--- src/rtl/viterbi_pkg.sv ---
// viterbi_pkg: FSM encoding, frame-length defaults and a saturating counter helper
// shared by the Viterbi frame controller.
package viterbi_pkg;
    localparam int FRAME_LEN_DEF = 256;
    localparam int TAIL_LEN_DEF  = 2;
    localparam int FLUSH_LEN_DEF = 16;

    typedef enum logic [2:0] {S_IDLE, S_PAYLOAD, S_TAIL, S_FLUSH, S_DONE} state_t;

    function automatic logic [15:0] sat_inc(input logic [15:0] v);
        return (v == 16'hFFFF) ? v : v + 16'd1;
    endfunction
endpackage

--- src/rtl/viterbi_frame_ctrl_burst.sv ---
// burst_injector: counts down the issued symbols left in an error burst; stalls do not
// consume the burst and a cancel clears it.
module burst_injector
    import viterbi_pkg::*;
#(
    parameter int BURST_LEN = 2
) (
    input  logic i_clk,
    input  logic i_rst_n,
    input  logic i_issue,
    input  logic i_hit,
    input  logic i_cancel,
    output logic o_active,
    output logic o_strobe
);
    localparam int CW = $clog2(BURST_LEN + 1);

    logic [CW-1:0] r_left;

    assign o_active = r_left != '0;
    assign o_strobe = o_active & i_issue;

    always_ff @(posedge i_clk or negedge i_rst_n) begin
        if (!i_rst_n)
            r_left <= '0;
        else if (i_cancel)
            r_left <= '0;
        else if (i_issue && i_hit)
            r_left <= CW'(BURST_LEN);
        else if (o_strobe)
            r_left <= r_left - CW'(1);
    end
endmodule

--- src/rtl/viterbi_frame_ctrl.sv ---
// viterbi_frame_ctrl: sequences payload, zero tail and decoder flush for one encoder frame
// and injects error bursts into the channel symbol stream.
module viterbi_frame_ctrl
    import viterbi_pkg::*;
#(
    parameter int FRAME_LEN = FRAME_LEN_DEF,
    parameter int TAIL_LEN  = TAIL_LEN_DEF,
    parameter int FLUSH_LEN = FLUSH_LEN_DEF,
    parameter int N         = 4,
    parameter int BURST_LEN = 2
) (
    input  logic        i_clk,
    input  logic        i_rst_n,
    input  logic        i_start,
    input  logic        i_src_valid,
    input  logic        i_src_bit,
    output logic        o_src_ready,
    input  logic        i_err_en,
    input  logic [7:0]  i_err_trig,
    output logic        o_enc_enable,
    output logic        o_enc_bit,
    output logic [1:0]  o_err_mask,
    output logic        o_busy,
    output logic        o_done,
    output logic [15:0] o_bit_ct,
    output logic [15:0] o_err_ct
);
    localparam logic [7:0] HIT_MASK = 8'((1 << N) - 1);

    state_t      r_state, w_next;
    logic [15:0] r_cnt, r_bit_ct, r_err_ct;
    logic [1:0]  r_mask;
    logic        r_enc_en, r_enc_bit;
    logic        w_hs, w_last, w_hit, w_cancel, w_active, w_strobe;

    assign w_hs     = i_src_valid && r_state == S_PAYLOAD;
    assign w_last   = w_hs && r_bit_ct == 16'(FRAME_LEN - 1);
    assign w_hit    = i_err_en && (&(i_err_trig | ~HIT_MASK)) && !w_active;
    assign w_cancel = r_state == S_TAIL && w_next == S_FLUSH;

    // TAIL spends its first cycle presenting the last payload symbol, so it lasts TAIL_LEN+1 cycles
    always_comb begin
        w_next      = r_state;
        o_src_ready = 1'b0;
        o_busy      = 1'b1;
        o_done      = 1'b0;
        case (r_state)
            S_IDLE: begin
                o_busy = 1'b0;
                if (i_start) w_next = S_PAYLOAD;
            end
            S_PAYLOAD: begin
                o_src_ready = 1'b1;
                if (w_last) w_next = S_TAIL;
            end
            S_TAIL:  if (r_cnt == 16'(TAIL_LEN)) w_next = S_FLUSH;
            S_FLUSH: if (r_cnt == 16'(FLUSH_LEN - 1)) w_next = S_DONE;
            S_DONE: begin
                o_done = 1'b1;
                w_next = S_IDLE;
            end
            default: w_next = S_IDLE;
        endcase
    end

    always_ff @(posedge i_clk or negedge i_rst_n) begin
        if (!i_rst_n) begin
            r_state   <= S_IDLE;
            r_cnt     <= '0;
            r_enc_en  <= 1'b0;
            r_enc_bit <= 1'b0;
            r_bit_ct  <= '0;
            r_err_ct  <= '0;
            r_mask    <= '0;
        end else begin
            r_state   <= w_next;
            r_cnt     <= (w_next != r_state) ? 16'd0 : r_cnt + 16'd1;
            r_enc_en  <= w_hs || (r_state == S_TAIL && r_cnt < 16'(TAIL_LEN));
            r_enc_bit <= w_hs && i_src_bit;
            // mask field is captured on the trigger symbol and held for the whole burst
            if (!w_active)
                r_mask <= (i_err_trig[7:6] == 2'b00) ? 2'b01 : i_err_trig[7:6];
            if (r_state == S_IDLE && i_start) begin
                r_bit_ct <= '0;
                r_err_ct <= '0;
            end else begin
                if (w_hs) r_bit_ct <= sat_inc(r_bit_ct);
                if (w_strobe) r_err_ct <= sat_inc(r_err_ct);
            end
        end
    end

    burst_injector #(.BURST_LEN(BURST_LEN)) u_burst (
        .i_clk    (i_clk),
        .i_rst_n  (i_rst_n),
        .i_issue  (r_enc_en),
        .i_hit    (w_hit),
        .i_cancel (w_cancel),
        .o_active (w_active),
        .o_strobe (w_strobe)
    );

    assign o_enc_enable = r_enc_en;
    assign o_enc_bit    = r_enc_bit;
    assign o_err_mask   = w_strobe ? r_mask : 2'b00;
    assign o_bit_ct     = r_bit_ct;
    assign o_err_ct     = r_err_ct;
endmodule

--- config.mk ---
export PLATFORM = sky130hd
export DESIGN_NAME = viterbi_frame_ctrl
export DESIGN_NICKNAME = d
export VERILOG_FILES = /design/src/rtl/viterbi_pkg.sv /design/src/rtl/viterbi_frame_ctrl_burst.sv /design/src/rtl/viterbi_frame_ctrl.sv
export SDC_FILE = /design/constraint.sdc
export NUM_CORES = 1
export LEC_CHECK = 0
export CELL_PAD_IN_SITES_DETAIL_PLACEMENT = 1
export CELL_PAD_IN_SITES_GLOBAL_PLACEMENT = 2
export CORE_ASPECT_RATIO = 0.5
export CORE_UTILIZATION = 41
export CTS_BUF_LIST = sky130_fd_sc_hd__clkbuf_8
export CTS_CLUSTER_DIAMETER = 120
export DETAILED_ROUTE_END_ITERATION = 6
export DONT_BUFFER_PORTS = 1
export PLACE_DENSITY = 0.91
export SETUP_SLACK_MARGIN = 0.3
export SYNTH_ARGS = -nofsm -noshare
export SYNTH_HDL_FRONTEND = slang
export SYNTH_SLANG_ARGS = --single-unit
export TNS_END_PERCENT = 5
--- constraint.sdc ---
create_clock -name i_clk -period 2.19 [get_ports i_clk]
set_input_delay 0.1095 -clock i_clk [delete_from_list [all_inputs] [get_ports i_clk]]
set_output_delay 0.1095 -clock i_clk [all_outputs]
set_load 0.02 [all_outputs]
==> flow_metrics.env, run 1 <==
export IMPL_finalHoldViolations=0
export IMPL_antenna_found_initial=0
export IMPL_tightest_slew_ns=0.690
export IMPL_crit_type="reg -> reg"
export IMPL_pwr_share_comb_pct=30.0
export IMPL_drc_errors=0
export IMPL_numClockSinks=57
export IMPL_antennaDiodeCount=0
export IMPL_finalWirelength_um=8600
export IMPL_power_static_leakage_nw=1.59
export IMPL_overflow=0
export IMPL_crit_path_end_kind="register"
export IMPL_nets=378
export IMPL_avgSynthCellArea_um2=9.65
export IMPL_peakVddDrop_uv=392
export IMPL_grt_max_degree=58
export IMPL_netlist_area_leader_share_pct=47.4
export IMPL_fmax_mhz=502
export IMPL_p_int_mw=2.12
export IMPL_fp_dieH_um=62.6
export IMPL_placementRows=21
export IMPL_setup_viol=0
export IMPL_synthesis_nets=331
export IMPL_synthDistinctLibCells=47
export IMPL_cts_tree="yes"
export IMPL_cp_max_fo=5
export IMPL_dieArea_mm2=0.00771
export IMPL_relSlewSlack_pct=53.9
export IMPL_grt_pass1_vias=2789
export IMPL_switching_share_pct=37.2
export IMPL_yosys_warnings=0
export IMPL_cts_max_path_buffers=2
export IMPL_wl_per_cell_um=18.9
export IMPL_hold_class="in -> reg"
export IMPL_grt_setup_unrepaired="true"
export IMPL_tns_ns=0
export IMPL_p_per_area_mw_per_mm2=897
export IMPL_clk_latency_ns=0.36
export IMPL_place_port_buffers=0
export IMPL_root_buffer="clkbuf_8"
export IMPL_syn_area_mm2=0.00301
export IMPL_pwr_share_clk_pct=26.6
export IMPL_grt_pass1_wl_um=13400
export IMPL_place_hpwl_um=5520
export IMPL_critPathLaunchType="register"
export IMPL_htree_levels=3
export IMPL_viasPerCell=5.64
export IMPL_seq_area_frac_synth_pct=47.4
export IMPL_synth_edf_count=0
export IMPL_whs_ns=0.136
export IMPL_max_cap_viol_count=0
export IMPL_ys_top_cells_by_area="dfrtp_1 (47%), xnor2_1 (7.6%), nor2_1 (6.1%), xor2_1 (3.5%), nand3_1 (2.8%)"
export IMPL_core_mm2=0.00688
export IMPL_gp_congestion=0.829
export IMPL_clk_pin_slew_ns=0.06
export IMPL_dr_pass1_iters=4
export IMPL_final_max_slew_violation_count=0
export IMPL_total_power_mw=3.37
export IMPL_io_pins=53
export IMPL_power_share_sequential_pct=43.4
export IMPL_ant_nets=0
export IMPL_status="finished, final reports clean"
export IMPL_die_w_um=123
export IMPL_area_delta_synth_final_pct=24.6
export IMPL_drive_gt1_share_pct=22.8
export IMPL_required_ns=2.43
export IMPL_cts_buffers=9
export IMPL_grt_use_total_pct=22.8
export IMPL_skew_ns=0.00556
export IMPL_postSynth_asyncResetShare_pct=100
export IMPL_finalCritPeriodShare_pct=91.0
export IMPL_initialDrtViolationCount=129
export IMPL_min_period_ns=1.99
export IMPL_netlist_instances=312
export IMPL_initial_utilization_pct=43.7
export IMPL_critPathArrivalTime_ns=2.23
export IMPL_synth_top_cell_by_area="dfrtp_1"
export IMPL_switchingPower_mw=1.25
export IMPL_ys_ff_latch=57
export IMPL_synth_main_ff_cell="dfrtp_1"
export IMPL_vias=2574
-- routing by layer --
layer	vias to the layer above	GRT usage, %	routed length [um]
li1	1195	-	-
met1	1303	26.8	3570
met2	56	38.1	4350
met3	20	8.30	484
met4	0	8.13	194
met5	-	0	0
-- final cells by class --
type | count | area, um2
inverter | 13 | 48.8
clock inverter | 5 | 22.5
sequential | 57 | 1430
tap | 92 | 115
clock buffer | 11 | 151
fill | 779 | 3130
timing repair buffer | 46 | 390
multi-input combinational | 232 | 1590
-- synthesized netlist by cell type (all sizes together), types with 4 or more instances --
library cell / instances
dfrtp: 57
nor2: 50
xnor2: 26
nand2: 20
nand3: 18
nor3: 14
inv: 13
xor2: 12
nand4: 9
a211oi: 8
nor4: 8
o21ai: 8
and3: 7
a21oi: 6
clkbuf: 6
a31oi: 5
ha: 5
and2: 4
and4: 4
buf: 4
or3: 4
or4: 4
-- power by group through the flow --
stage               clock, mW  combinational [mW]  sequential [mW]
finish                  0.896                1.01             1.46
global route            0.971                1.10             1.48
CTS                     0.909               0.985             1.45
detailed placement          0               0.924             1.46
global placement            0               0.861             1.44
floorplan                   0               0.478             1.56
-- kinds of logic (layout without fill, tap and decap cells) --
group           Yosys count  after routing  synth area share, %
compound gates           35             35                 8.27
xor+xnor                 38             38                 11.1
fa+ha+maj                 5              5                 2.08
buf+inv                  23             75                 3.24
flops                    57             57                 47.4
mux                       3              3                 1.04
simple gates            151            151                 26.9
-- what timing repair did --
item,CTS,global route
resized for setup,12,8
setup endpoints to repair,38,38
hold endpoints to repair,61,0
setup buffers,2,6
hold buffers,6,0
pin swaps,2,6
-- critical path: stages, from the launching register on --
cell and delay [ns]:
dfrtp_1 0.38, nand4bb_4 0.26, or4_4 0.61, a211oi_1 0.39
xnor2_1 0.17, nor2_1 0.07
-- metrics by stage --
stage | utilization [%] | instances | setup slack [ns] | instance area [um2]
3_3_place_gp | 48.5 | 426 | 0.199 | 3340
3_5_place_dp | 48.5 | 426 | 0.0669 | 3340
5_1_grt | 54.5 | 456 | 0.127 | 3750
4_1_cts | 53.4 | 450 | 0.236 | 3680
6_report | 54.5 | 456 | 0.198 | 3750
2_1_floorplan | - | 312 | 0.246 | 3020
-- worst paths after layout --
check                                 start           to  slack (ns)  cells past startpoint
worst max-delay path             r_state[1]  o_bit_ct[9]        0.20                      5
worst min-delay path            i_src_valid   r_state[0]        0.14                      2
worst max register to register   r_state[1]  o_bit_ct[9]        0.20                      5
worst min register to register    r_mask[1]    r_mask[1]        0.52                      1
max in group asynchronous           i_rst_n  o_bit_ct[9]        1.64                      2
min in group asynchronous           i_rst_n    r_cnt[15]        0.28                      2
-- state kept, by name, indices dropped and copies added, names as in the netlist --
name,cells
o_enc_bit,1
u_burst.r_left,2
o_enc_enable,1
o_bit_ct,16
r_mask,2
r_state,3
r_cnt,16
o_err_ct,16
-- placed cells by master, fill, tap and decap left out, types with 2 or more instances in the layout --
master	netlist	layout
xor2_1	12	12
inv_1	13	15
nor3_1	13	13
o21ai_1	1	2
nand2_1	20	20
dfrtp_2	0	5
nand3_2	1	2
nor4_2	0	5
dfrtp_1	57	52
clkinv_2	0	3
nor4_1	7	2
nand4_1	9	9
clkbuf_8	0	11
a31oi_1	5	4
nor2_1	49	49
and2_1	4	4
nor3b_1	2	2
xnor2_1	26	26
a211oi_4	1	3
or4_4	1	3
nand3_1	17	16
nor2b_1	2	2
mux2i_1	2	2
or3_1	4	4
a21oi_1	6	6
o211ai_1	2	2
o21ai_0	7	6
dlygate4sd3_1	0	5
and4_1	4	4
a211oi_1	6	5
buf_4	0	39
ha_1	5	5
and3_1	7	7
Power figures use the tool's default switching activity.
==> run 2: changes to the inputs <==
- SYNTH_HIERARCHICAL: default -> 1
==> run 2 against run 1 <==
Worst setup slack improved by 0.077 ns. Via count increased by 13%. Die area rose by 5.4%. Flip-flop and latch count stayed put. Cell area up 3.9%. Synthesized area grew 5.6%. Routed wire length increased by 3.8%. Critical path depth is 1 lower. Power fell by 5.3%. Sequential power is essentially flat. Clock skew grew 0.0028 ns.
==> flow_metrics.env, run 2 <==
export IMPL_overflow=0
export IMPL_grt_max_degree=58
export IMPL_crit_type="reg -> reg"
export IMPL_clk_pin_slew_ns=0.06
export IMPL_status="finished, final reports clean"
export IMPL_power_static_leakage_nw=1.64
export IMPL_synthAdderAreaFrac_pct=1.97
export IMPL_synth_top_cell_by_area="dfrtp_1"
export IMPL_antennaDiodeCount=0
export IMPL_ys_top_cells_by_area="dfrtp_1 (45%), nor3_1 (4.1%), a21oi_1 (3.9%), or4_1 (3.3%), nand3_1 (3.1%)"
export IMPL_crit_slowest_cell="or4_4"
export IMPL_nFillCells=853
export IMPL_syn_area_mm2=0.00318
export IMPL_dieArea_mm2=0.00813
export IMPL_htree_levels=3
export IMPL_vias=2900
export IMPL_cp_common_cell="or4_4"
export IMPL_synthSimpleGateAreaFrac_pct=30.1
export IMPL_fin_cells=486
export IMPL_io_pins=53
export IMPL_viasPerCell=5.97
export IMPL_final_area_mm2=0.00390
export IMPL_yosysMostFrequentCell="dfrtp_1"
export IMPL_synth_xor_area_share_pct=3.58
export IMPL_critPathArrivalTime_ns=2.19
export IMPL_root_buffer="clkbuf_8"
export IMPL_synthTopCellsByCount="dfrtp_1 (57), nor3_1 (26), a21oi_1 (25)"
export IMPL_numClockSinks=57
export IMPL_fmax_mhz=522
export IMPL_required_ns=2.46
export IMPL_netlist_area_leader_share_pct=44.9
export IMPL_area_delta_synth_final_pct=22.6
export IMPL_p_per_area_mw_per_mm2=818
export IMPL_mostFrequentLayoutCells="dfrtp_1 (52), buf_4 (35), nor3_1 (24), a21oi_1 (24), nand2_1 (23)"
export IMPL_drc_errors=0
export IMPL_critPathLaunchType="register"
export IMPL_relSlewSlack_pct=51.9
export IMPL_grt_use_total_pct=24.0
export IMPL_gp_congestion=0.814
export IMPL_peakVddDrop_uv=437
export IMPL_path_cells="nand4bb_4 > or4_4 > or4_4 > a21oi_2"
export IMPL_yosys_warnings=6
export IMPL_drive_gt1_share_pct=23.3
export IMPL_finalWirelength_um=8920
export IMPL_place_port_buffers=0
export IMPL_grt_setup_unrepaired="true"
export IMPL_max_cap_viol_count=0
export IMPL_placementRows=22
export IMPL_tightest_slew_ns=0.720
export IMPL_avgSynthCellArea_um2=9.37
export IMPL_cp_slowest_stage_delay_ns=0.58
export IMPL_antenna_found_initial=0
export IMPL_synth_compound_area_share_pct=13.3
export IMPL_grt_pass1_wl_um=15000
export IMPL_finalHoldViolations=0
export IMPL_core_mm2=0.00740
export IMPL_hold_class="in -> reg"
export IMPL_synth_area_mux_share_pct=2.56
export IMPL_tns_ns=0
export IMPL_cp_max_fo=5
export IMPL_die_w_um=127
export IMPL_finalCritPeriodShare_pct=87.5
export IMPL_crit_family="simple AND/OR/NAND/NOR gates"
export IMPL_synthesis_nets=358
export IMPL_initial_utilization_pct=42.9
export IMPL_cts_buffers=9
export IMPL_seq_area_frac_synth_pct=44.9
export IMPL_total_power_mw=3.19
export IMPL_synth_top_family_by_area="simple AND/OR/NAND/NOR gates"
export IMPL_grt_pass1_vias=3120
export IMPL_ys_ff_latch=57
export IMPL_final_max_slew_violation_count=0
export IMPL_place_hpwl_um=6130
export IMPL_min_period_ns=1.92
export IMPL_final_common_cell="dfrtp_1"
export IMPL_worst_path_buf_inv=0
export IMPL_ant_nets=0
export IMPL_fp_dieH_um=64.3
export IMPL_nets=404
export IMPL_wl_per_cell_um=18.4
export IMPL_synth_main_ff_cell="dfrtp_1"
export IMPL_dpl_cell_area_mm2=0.00350
export IMPL_dr_pass1_iters=4
export IMPL_crit_path_end_kind="register"
export IMPL_multi_input_area_mm2=0.00172
export IMPL_skew_ns=0.00839
export IMPL_netlist_instances=339
export IMPL_cts_tree="yes"
export IMPL_clk_latency_ns=0.35
export IMPL_initialDrtViolationCount=161
export IMPL_synth_edf_count=0
export IMPL_final_util_pct=52.6
export IMPL_cts_max_path_buffers=2
export IMPL_postSynth_asyncResetShare_pct=100
export IMPL_placedCellCount=458
export IMPL_synthDistinctLibCells=50
export IMPL_setup_viol=0
export IMPL_seqCellArea_mm2=0.00143
run 2: logic make-up after synthesis:
family | after synthesis
flip-flops | 57
XOR/XNOR | 13
buffers and inverters | 27
AO/OA/AOI/OAI | 67
adder cells (fa/ha/maj) | 5
multiplexers | 8
AND/OR/NAND/NOR | 162
run 2: timing repair:
| action | 4_1_cts | 5_1_grt |
|---|---|---|
| cloned | 0 | 2 |
| pin swaps | 2 | 6 |
| resized for setup | 10 | 23 |
| hold buffers | 5 | 0 |
| endpoints found under the setup margin | 33 | 42 |
| setup buffers | 1 | 4 |
| hold endpoints to repair | 60 | 0 |
run 2: worst paths after layout:
check / from / endpoint / slack (ns) / cells after the start
setup / recovery: r_state[1] / o_bit_ct[11] / 0.27 / 4
setup reg to reg: r_state[1] / o_bit_ct[11] / 0.27 / 4
hold / removal: i_err_trig[1] / u_burst/r_left[1] / 0.05 / 4
hold reg to reg: r_cnt[0] / r_cnt[0] / 0.53 / 1
max in group asynchronous: i_rst_n / r_cnt[9] / 1.62 / 2
min in group asynchronous: i_rst_n / o_err_ct[5] / 0.29 / 2
run 2: layer usage:
metal | GRT usage, % | part of all wire, %
met2 | 42.3 | 52
met3 | 8.63 | 4.8
met5 | 0 | 0
met1 | 26.7 | 43
met4 | 9.34 | 1.1
run 2: power breakdown:
part	switching (mW)	internal, mW
logic	0.479	0.363
registers	0.252	1.22
clock network	0.420	0.457
total	1.15	2.04
run 2: worst min-delay path, stage by stage:
cell and delay, ns:
nand4_1 0.05, nor3b_1 0.05, inv_1 0.08, a221oi_2 0.06
run 2: through the flow:
stage                     hold WS (ns)  setup WS (ns)
after floorplan                 -0.186          0.180
after global placement          -0.185          0.129
after detailed placement        -0.185         0.0208
after CTS                       0.0249          0.234
after global routing            0.0516          0.201
final                           0.0456          0.274
run 2: layout make-up:
cell class | count | share of cell area (%)
repair buffers | 45 | 9.92
clock buffers | 11 | 3.88
inverters | 17 | 1.64
clock inverters | 5 | 0.578
multi-input cells | 255 | 44.1
flip-flops and latches | 57 | 36.8
well taps | 96 | 3.08
